**src/rtl/ps2_kb_cmd_ctrl.sv**
```systemverilog
// ps2_kb_cmd_ctrl
//   Host-side command sequencer that sits on top of the PS/2 keyboard PHY.
//   It runs the keyboard reset sequence (0xFF -> ACK 0xFA -> BAT 0xAA) and
//   the LED update sequence (0xED -> ACK, LED byte -> ACK). It handles resend
//   requests (0xFE) with a bounded retry count and guards every response wait
//   with a tick-based timeout. Every received byte that is not consumed as a
//   response is forwarded to the scan-code consumer.
//
// Ports
//   clk, rst_n      system clock, asynchronous active-low reset
//   tick            one-cycle timebase strobe (shared with the PHY)
//   init_req        pulse: run the keyboard reset sequence
//   led_req         pulse: run the LED update sequence
//   led_state[2:0]  {caps, num, scroll}, sampled when led_req is accepted
//   phy_busy        PHY busy flag
//   phy_read        PHY received-byte strobe
//   phy_rdata[7:0]  PHY received byte
//   phy_write       PHY transmit request (held until the PHY shows busy)
//   phy_wdata[7:0]  byte to transmit
//   scancode_valid  one-cycle strobe for a forwarded byte
//   scancode[7:0]   forwarded byte
//   busy            a sequence is in progress
//   cmd_done        one-cycle strobe: sequence completed
//   cmd_err         one-cycle strobe: sequence failed
module ps2_kb_cmd_ctrl #(
    parameter int TIMEOUT_TICKS = 1023,
    parameter int MAX_RETRY     = 3
) (
    input  logic       clk,
    input  logic       rst_n,
    input  logic       tick,
    input  logic       init_req,
    input  logic       led_req,
    input  logic [2:0] led_state,
    input  logic       phy_busy,
    input  logic       phy_read,
    input  logic [7:0] phy_rdata,
    output logic       phy_write,
    output logic [7:0] phy_wdata,
    output logic       scancode_valid,
    output logic [7:0] scancode,
    output logic       busy,
    output logic       cmd_done,
    output logic       cmd_err
);

    localparam logic [7:0] CMD_RESET   = 8'hFF;
    localparam logic [7:0] CMD_SET_LED = 8'hED;
    localparam logic [7:0] RSP_ACK     = 8'hFA;
    localparam logic [7:0] RSP_RESEND  = 8'hFE;
    localparam logic [7:0] RSP_BAT_OK  = 8'hAA;
    localparam logic [7:0] RSP_BAT_ERR = 8'hFC;

    // +2 keeps the counter at least one bit wide even for MAX_RETRY=0.
    localparam int              RW        = $clog2(MAX_RETRY + 2);
    localparam logic [RW-1:0]   RETRY_LIM = RW'(MAX_RETRY);
    localparam logic [9:0]      TMO_LAST  = 10'(TIMEOUT_TICKS - 1);

    typedef enum logic [2:0] {
        IDLE, SEND, WAIT_TX, WAIT_ACK, WAIT_BAT, DONE, ERR
    } state_t;

    state_t          state, state_nxt;
    logic            boot_pend, boot_nxt;   // self-issued init after reset
    logic            is_init, init_nxt;     // current list is the reset list
    logic            idx, idx_nxt;          // 0: command byte, 1: LED argument
    logic [7:0]      led_byte, led_nxt;
    logic [RW-1:0]   retry, retry_nxt;
    logic [9:0]      tmo, tmo_nxt;
    logic            write_nxt;
    logic [7:0]      wdata_nxt;
    logic [7:0]      cur_byte;
    logic            rsp_consumed;
    logic            tmo_hit;

    assign cur_byte = idx ? led_byte : (is_init ? CMD_RESET : CMD_SET_LED);

    // Response bytes are swallowed only in the state that expects them;
    // anywhere else they reach the scan-code consumer like any other byte.
    always_comb begin
        rsp_consumed = 1'b0;
        if (state == WAIT_ACK)
            rsp_consumed = (phy_rdata == RSP_ACK) || (phy_rdata == RSP_RESEND);
        else if (state == WAIT_BAT)
            rsp_consumed = (phy_rdata == RSP_BAT_OK) || (phy_rdata == RSP_BAT_ERR);
    end

    // A received byte in the same cycle as the terminal tick suppresses the
    // timeout, so a late but valid answer is still honoured.
    assign tmo_hit = tick && !phy_read && (tmo == TMO_LAST);

    assign busy     = (state != IDLE);
    assign cmd_done = (state == DONE);
    assign cmd_err  = (state == ERR);

    always_comb begin
        state_nxt = state;
        write_nxt = phy_write;
        wdata_nxt = phy_wdata;
        boot_nxt  = boot_pend;
        init_nxt  = is_init;
        idx_nxt   = idx;
        led_nxt   = led_byte;
        retry_nxt = retry;
        tmo_nxt   = tmo;
        case (state)
            IDLE: begin
                if (boot_pend || init_req) begin
                    boot_nxt  = 1'b0;
                    init_nxt  = 1'b1;
                    idx_nxt   = 1'b0;
                    retry_nxt = '0;
                    state_nxt = SEND;
                end else if (led_req) begin
                    init_nxt  = 1'b0;
                    idx_nxt   = 1'b0;
                    retry_nxt = '0;
                    led_nxt   = {5'b0, led_state};
                    state_nxt = SEND;
                end
            end
            SEND: begin
                // Request only once the PHY is idle; release it as soon as
                // the PHY acknowledges by raising busy.
                if (!phy_write) begin
                    if (!phy_busy) begin
                        write_nxt = 1'b1;
                        wdata_nxt = cur_byte;
                    end
                end else if (phy_busy) begin
                    write_nxt = 1'b0;
                    state_nxt = WAIT_TX;
                end
            end
            WAIT_TX: begin
                if (!phy_busy) begin
                    tmo_nxt   = '0;
                    state_nxt = WAIT_ACK;
                end
            end
            WAIT_ACK: begin
                if (phy_read && phy_rdata == RSP_ACK) begin
                    retry_nxt = '0;
                    if (is_init) begin
                        tmo_nxt   = '0;
                        state_nxt = WAIT_BAT;
                    end else if (idx) begin
                        state_nxt = DONE;
                    end else begin
                        idx_nxt   = 1'b1;
                        state_nxt = SEND;
                    end
                end else if (phy_read && phy_rdata == RSP_RESEND) begin
                    if (retry < RETRY_LIM) begin
                        retry_nxt = retry + 1'b1;
                        state_nxt = SEND;
                    end else begin
                        state_nxt = ERR;
                    end
                end else if (tick && !phy_read) begin
                    tmo_nxt = tmo + 1'b1;
                    if (tmo_hit) state_nxt = ERR;
                end
            end
            WAIT_BAT: begin
                if (phy_read && phy_rdata == RSP_BAT_OK) begin
                    state_nxt = DONE;
                end else if (phy_read && phy_rdata == RSP_BAT_ERR) begin
                    state_nxt = ERR;
                end else if (tick && !phy_read) begin
                    tmo_nxt = tmo + 1'b1;
                    if (tmo_hit) state_nxt = ERR;
                end
            end
            DONE: begin
                tmo_nxt   = '0;
                state_nxt = IDLE;
            end
            ERR: begin
                retry_nxt = '0;
                tmo_nxt   = '0;
                state_nxt = IDLE;
            end
            default: state_nxt = IDLE;
        endcase
    end

    always_ff @(posedge clk or negedge rst_n) begin
        if (!rst_n) begin
            state     <= IDLE;
            boot_pend <= 1'b1;
            is_init   <= 1'b0;
            idx       <= 1'b0;
            led_byte  <= 8'h00;
            retry     <= '0;
            tmo       <= '0;
            phy_write <= 1'b0;
            phy_wdata <= 8'h00;
        end else begin
            state     <= state_nxt;
            boot_pend <= boot_nxt;
            is_init   <= init_nxt;
            idx       <= idx_nxt;
            led_byte  <= led_nxt;
            retry     <= retry_nxt;
            tmo       <= tmo_nxt;
            phy_write <= write_nxt;
            phy_wdata <= wdata_nxt;
        end
    end

    always_ff @(posedge clk or negedge rst_n) begin
        if (!rst_n) begin
            scancode_valid <= 1'b0;
            scancode       <= 8'h00;
        end else begin
            scancode_valid <= phy_read && !rsp_consumed;
            if (phy_read && !rsp_consumed) scancode <= phy_rdata;
        end
    end

endmodule

```
**config.mk**
```make
export PLATFORM = sky130hd
export DESIGN_NAME = ps2_kb_cmd_ctrl
export DESIGN_NICKNAME = d
export VERILOG_FILES = /design/src/rtl/ps2_kb_cmd_ctrl.sv
export SDC_FILE = /design/constraint.sdc
export NUM_CORES = 1
export LEC_CHECK = 0
export CAP_MARGIN = 25
export CORE_MARGIN = 5
export CORE_UTILIZATION = 45
export CTS_CLUSTER_DIAMETER = 200
export DETAILED_ROUTE_END_ITERATION = 8
export MAX_ROUTING_LAYER = met4
export PLACE_DENSITY = 0.84
export REMOVE_ABC_BUFFERS = 1
export SLEW_MARGIN = 20
export SYNTH_ARGS = -nofsm -noshare
export SYNTH_HDL_FRONTEND = slang
export SYNTH_SLANG_ARGS = --single-unit
```
**constraint.sdc**
```tcl
create_clock -name clk -period 1.73 [get_ports clk]
set_input_delay 0.346 -clock clk [delete_from_list [all_inputs] [get_ports clk]]
set_output_delay 0.346 -clock clk [all_outputs]
set_load 0.02 [all_outputs]
```
* Word-level counts from Yosys, hierarchy flattened *
Cells that the tools add are included.

cells by class
  add/subtract/negate cells = 2
  order comparisons = 1
  eq/ne operators = 23
  mux-type cells = 40
  bitwise gates (word level) = 3
  reduce and logical (&&, ||, !) cells = 27

operators by type and width
  kind                   count
  $mux 10                7
  $mux 3                 19
  $pmux 10 s4            1
  $eq 8x8->1 const B     4
  $pmux 3 s5             1
  $ne 2x2->1 const B     6
  $reduce_and 4->1       3
  $add 10x1->10 const B  1
  $eq 10x10->1 const B   1
  $eq 3x3->1 const B     3
  $ne 3x3->1 const B     3
  $pmux 3 s3             1
  $mux 1                 8
  $mux 8                 1
  $logic_and 1x1->1      7
  $eq 3x2->1 const B     2
  $ne 3x1->1 const B     2
  $reduce_and 3->1       2
  $reduce_and 6->1       1
  $reduce_bool 3->1      2
  $mux 5                 1
  $reduce_and 2->1       2
  $reduce_bool 2->1      2
  $reduce_bool 4->1      1
  10 further kinds       15

storage, ports and cells
  register bits after elaboration = 40
  input bits = 18
  output and inout bits = 21
  word-level logic and storage cells = 107

* Logic depth before layout (Yosys ltp) *
  depth after elaboration = 8
  mapped depth = 7

* Worst setup path after synthesis *
No wires, ideal clock.

  kind = input -> register
  start point = in phy_rdata[2]
  end point = reg scancode[0]
  library setup time = 0.125 ns
  arrival = 1.557 ns
  path slack = 0.048 ns
  stages on the path = 5
  path buffers = 1
  cell sequence = buf_6 > nor4_2 > a21oi_1 > o211ai_4 > mux2_4

on the way
  longest elaborated chain between the ends = 6

ends and longest elaborated chain
  item                  line  source
  from (decl)           37    input logic [7:0] phy_rdata,
  $eq 8x8->1            85    rsp_consumed = (phy_rdata == RSP_BAT_OK) || (phy_rdata == RSP_BAT_ERR);
  $logic_or 1x1->1      85
  $mux 1                84    else if (state == WAIT_BAT)
  $mux 1 *              82    if (state == WAIT_ACK)
  $logic_not 1->1 *     218   if (phy_read && !rsp_consumed) scancode <= phy_rdata;
  $logic_and 1x1->1 *   218
  to (signal assigned)  218
  to (decl)             41    output logic [7:0] scancode,

Every way passes the cells marked *; elsewhere a longest branch is shown, timed or not.
A chain may end at the register's enable or synchronous reset.

* Worst setup path after layout *
  start point = reg state[1]
  end point = reg scancode[3]

on the way
  longest elaborated chain between the ends = 5

ends and longest elaborated chain
  item                    line  source
  from (decl)             63    state_t state, state_nxt;
  from (signal assigned)  200   state <= state_nxt;
  $eq 3x3->1              84
  $mux 1                  84
  $mux 1 *                82
  $logic_not 1->1 *       218
  $logic_and 1x1->1 *     218

Marked as above.

==> flow_summary_export.csv <==
group,metric,value,unit
route,drt_wl_total,5610,um
clock_tree,worstSkewPairLatency,0.30,ns
worst_setup_path,slowest_delay,0.46,ns
route,drt_iter0_drc,75,
pwr,power.net_switching,1.51,mW
worst_setup_path,crit_type,"reg2reg",
timing,fin_worst_skew,0.00991,ns
logic_synthesis,synth_cell_types,53,
clock_tree,clk_pin_slew,0.08,ns
layout,n_antenna_cell,0,
grt,grt.total_usage,18.3,%
clock_tree,postCtsHoldBufs,0,
clock_tree,h-tree-depth,2,
grt,grt_antenna_before_repair,0,
route,route.vias.total,1874,
logic_synthesis,synth.ff_latch_count,37,
worst_setup_path,critPathLaunchType,"register",
floorplan,io_pins,39,
logic_synthesis,syn_avg_cell_area,9.90,um2
worst_setup_path,cp_max_fo,5,
pwr,total_power,3.80,mW
floorplan,core-area,4410,um2
grt,grt_pass1_wl,8790,um
pwr,cellLeakagePower,1.36,nW
pwr,vdd_drop_max,658,uV
timing,tightestPinTransition,0.318,ns
worst_setup_path,critPathArrivalTime,1.88,ns
clock_tree,cts.path.max_buffers,2,
worst_hold_path,hp-class,"in2async",
worst_setup_path,path_cells,"buf_4 > nor2_4 > nand2_4 > o211ai_4 > buf_12 > mux2_4",
logic_synthesis,synth_common_cells,"36 x dfrtp_1, 21 x nor2_1, 17 x nand2_1",
logic_synthesis,async_flop_share,100,%
grt,grt_overflow,0,
logic_synthesis,synth_top_area_share,43.5,%
placed_design,post-dp-hpwl,3670,um
layout,synthToLayoutAreaGrowth,43.3,%
pwr,p_seq_share,34.2,%
clock_tree,clkSinkCount,37,
floorplan,rows,24,
worst_setup_path,cp_slowest_cell,"dfrtp_2",
layout,drive_gt1_share,29.4,%
logic_synthesis,yosysMostFrequentCell,"dfrtp_1",
floorplan,start_util,46.9,%
layout,seqCellArea,931,um2
route,drt_drc_violations_left,0,
logic_synthesis,synth_edf_count,0,
logic_synthesis,synth_area_leaders,"dfrtp_1 44%, mux2_4 5.8%, nor2_1 3.8%",
floorplan,die_w,77.8,um
timing,hold_ws,0.426,ns
timing,fmax,588,MHz
route,routedWlPerCell,16.8,um
layout,final_util,67.2,%
route,first_pass_iters,4,
worst_setup_path,path_delay_family,"flip-flops",
grt,grt_max_degree,38,
run,maxCapViolCount,0,
logic_synthesis,syn_area,2070,um2
worst_setup_path,crit_buf_inv,2,
timing,min_period,1.70,ns
clock_tree,cts_root_buf,"clkbuf_8",
worst_setup_path,critical_path_required,1.91,ns
layout,fill_cells,319,
timing,report.final.slew_viol_count,0,
timing,period_share,98.3,%
floorplan,die-area,6060,um2
logic_synthesis,ys_seq_area_share,44.8,%
route,ant_nets,0,
worst_setup_path,cp-end-kind,"register",
placed_design,port_buffers,38,
logic_synthesis,yosys_warnings,0,
pwr,p_sw_share,39.7,%
timing,rsz0062_at_grt,"true",
floorplan,die_y,77.8,um
timing,finalHoldViolCount,0,
clock_tree,cts_tree,"done",
timing,slew_headroom,78.8,%
layout,multi_input_area,1140,um2
clock_tree,cts-buffers-inserted,5,
grt,grt_pass1_vias,1914,
logic_synthesis,synth-main-ff-cell,"dfrtp_1",
logic_synthesis,syn_inst,209,
pwr,power_density,1280,nW/um2
pwr,combPwrFrac,49.7,%
timing,setup_viol,0,
pwr,clockPowerShare,16.1,%
pwr,p_int,2.29,mW
route,vias_per_cell,5.61,
placed_design,gp_congestion,0.814,
layout,nets,302,
run_status,status,"complete, no violations",
logic_synthesis,synth_area_leader_cell,"dfrtp_1",
## layout by cell type (no fill, tap or decap), types with 3 or more instances in the layout
cell             instances
nand3_1                  5
dfrtp_2                  3
buf_12                   3
and3_1                   3
mux2_4                   8
o21ai_0                  5
nand2_1                 14
buf_6                    3
buf_4                   31
nor3_1                   3
o21ai_1                 11
dfrtp_1                 33
dlymetal6s2s_1           3
nand2b_1                 7
a22oi_1                  4
a21oi_1                  8
mux2_2                   3
ha_1                     3
clkbuf_8                 5
clkdlybuf4s50_1         24
dlygate4sd2_1            6
inv_1                    5
nor2b_1                  6
nor2_1                  19
## power by group through the flow
stage                     combinational (mW)  sequential (mW)  clock [mW]
after global placement                  1.57             1.28           0
after global routing                    2.05             1.35       0.659
after detailed placement                1.61             1.30           0
after CTS                               1.68             1.31       0.616
final                                   1.89             1.30       0.610
after floorplan                        0.733             1.43           0
## cell families (layout without fill, tap and decap cells)
logic type,after synthesis,after routing,synth area share (%)
fa+ha+maj,3,3,1.81
compound gates,54,54,17.5
mux,13,13,8.52
xor+xnor,2,2,0.847
buf+inv,17,90,4.47
simple gates,83,83,22.0
flops,37,37,44.8
## cell type report
cell class,instances,share of cell area (%)
inverters,6,0.759
clock inverters,3,0.590
flip-flops and latches,37,31.4
clock buffers,5,2.32
repair buffers,76,24.3
multi-input cells,155,38.5
well taps,52,2.19
## per-stage QoR
stage | instance area [um2] | setup WS, ns | TNS (ns) | instances
CTS | 2870 | -0.0000467 | -0.0000467 | 330
global route | 2970 | -0.0362 | -0.214 | 334
detailed placement | 2700 | -0.481 | -9.64 | 319
floorplan | 2000 | -0.332 | -2.46 | 198
global placement | 2700 | -0.396 | -7.64 | 319
finish | 2970 | 0.0291 | 0 | 334
## metal layers
metal / part of all wire [%] / vias to the layer above / GRT usage (%)
li1: - / 897 / -
met1: 44 / 900 / 23.0
met5: 0 / - / -
met2: 50 / 63 / 28.5
met3: 3.6 / 14 / 3.24
met4: 2.9 / 0 / 8.59
## sequential cells by signal, summed over array words and instances (netlist names)
signal and count:
boot_pend 1, idx 1, is_init 1, led_byte 3, phy_wdata 5, phy_write 1
retry 3, scancode 8, scancode_valid 1, state 3, tmo 10
## worst paths after layout
path / from / to / slack, ns / depth (start not counted)
max in group asynchronous: rst_n / boot_pend / 1.06 / 2
hold / removal: rst_n / scancode[6] / 0.43 / 2
setup reg to reg: state[1] / scancode[3] / 0.03 / 6
min in group clk: phy_rdata[0] / scancode[0] / 0.47 / 2
setup / recovery: state[1] / scancode[3] / 0.03 / 6
hold reg to reg: tmo[9] / tmo[9] / 0.50 / 1
## repair_timing
| action | CTS | global route |
|---|---|---|
| endpoints found under the setup margin | 22 | 28 |
| pin swaps | 6 | 7 |
| gates cloned | 2 | 0 |
| gates resized for setup | 33 | 24 |
| setup buffers | 1 | 4 |
Power figures use the tool's default switching activity.
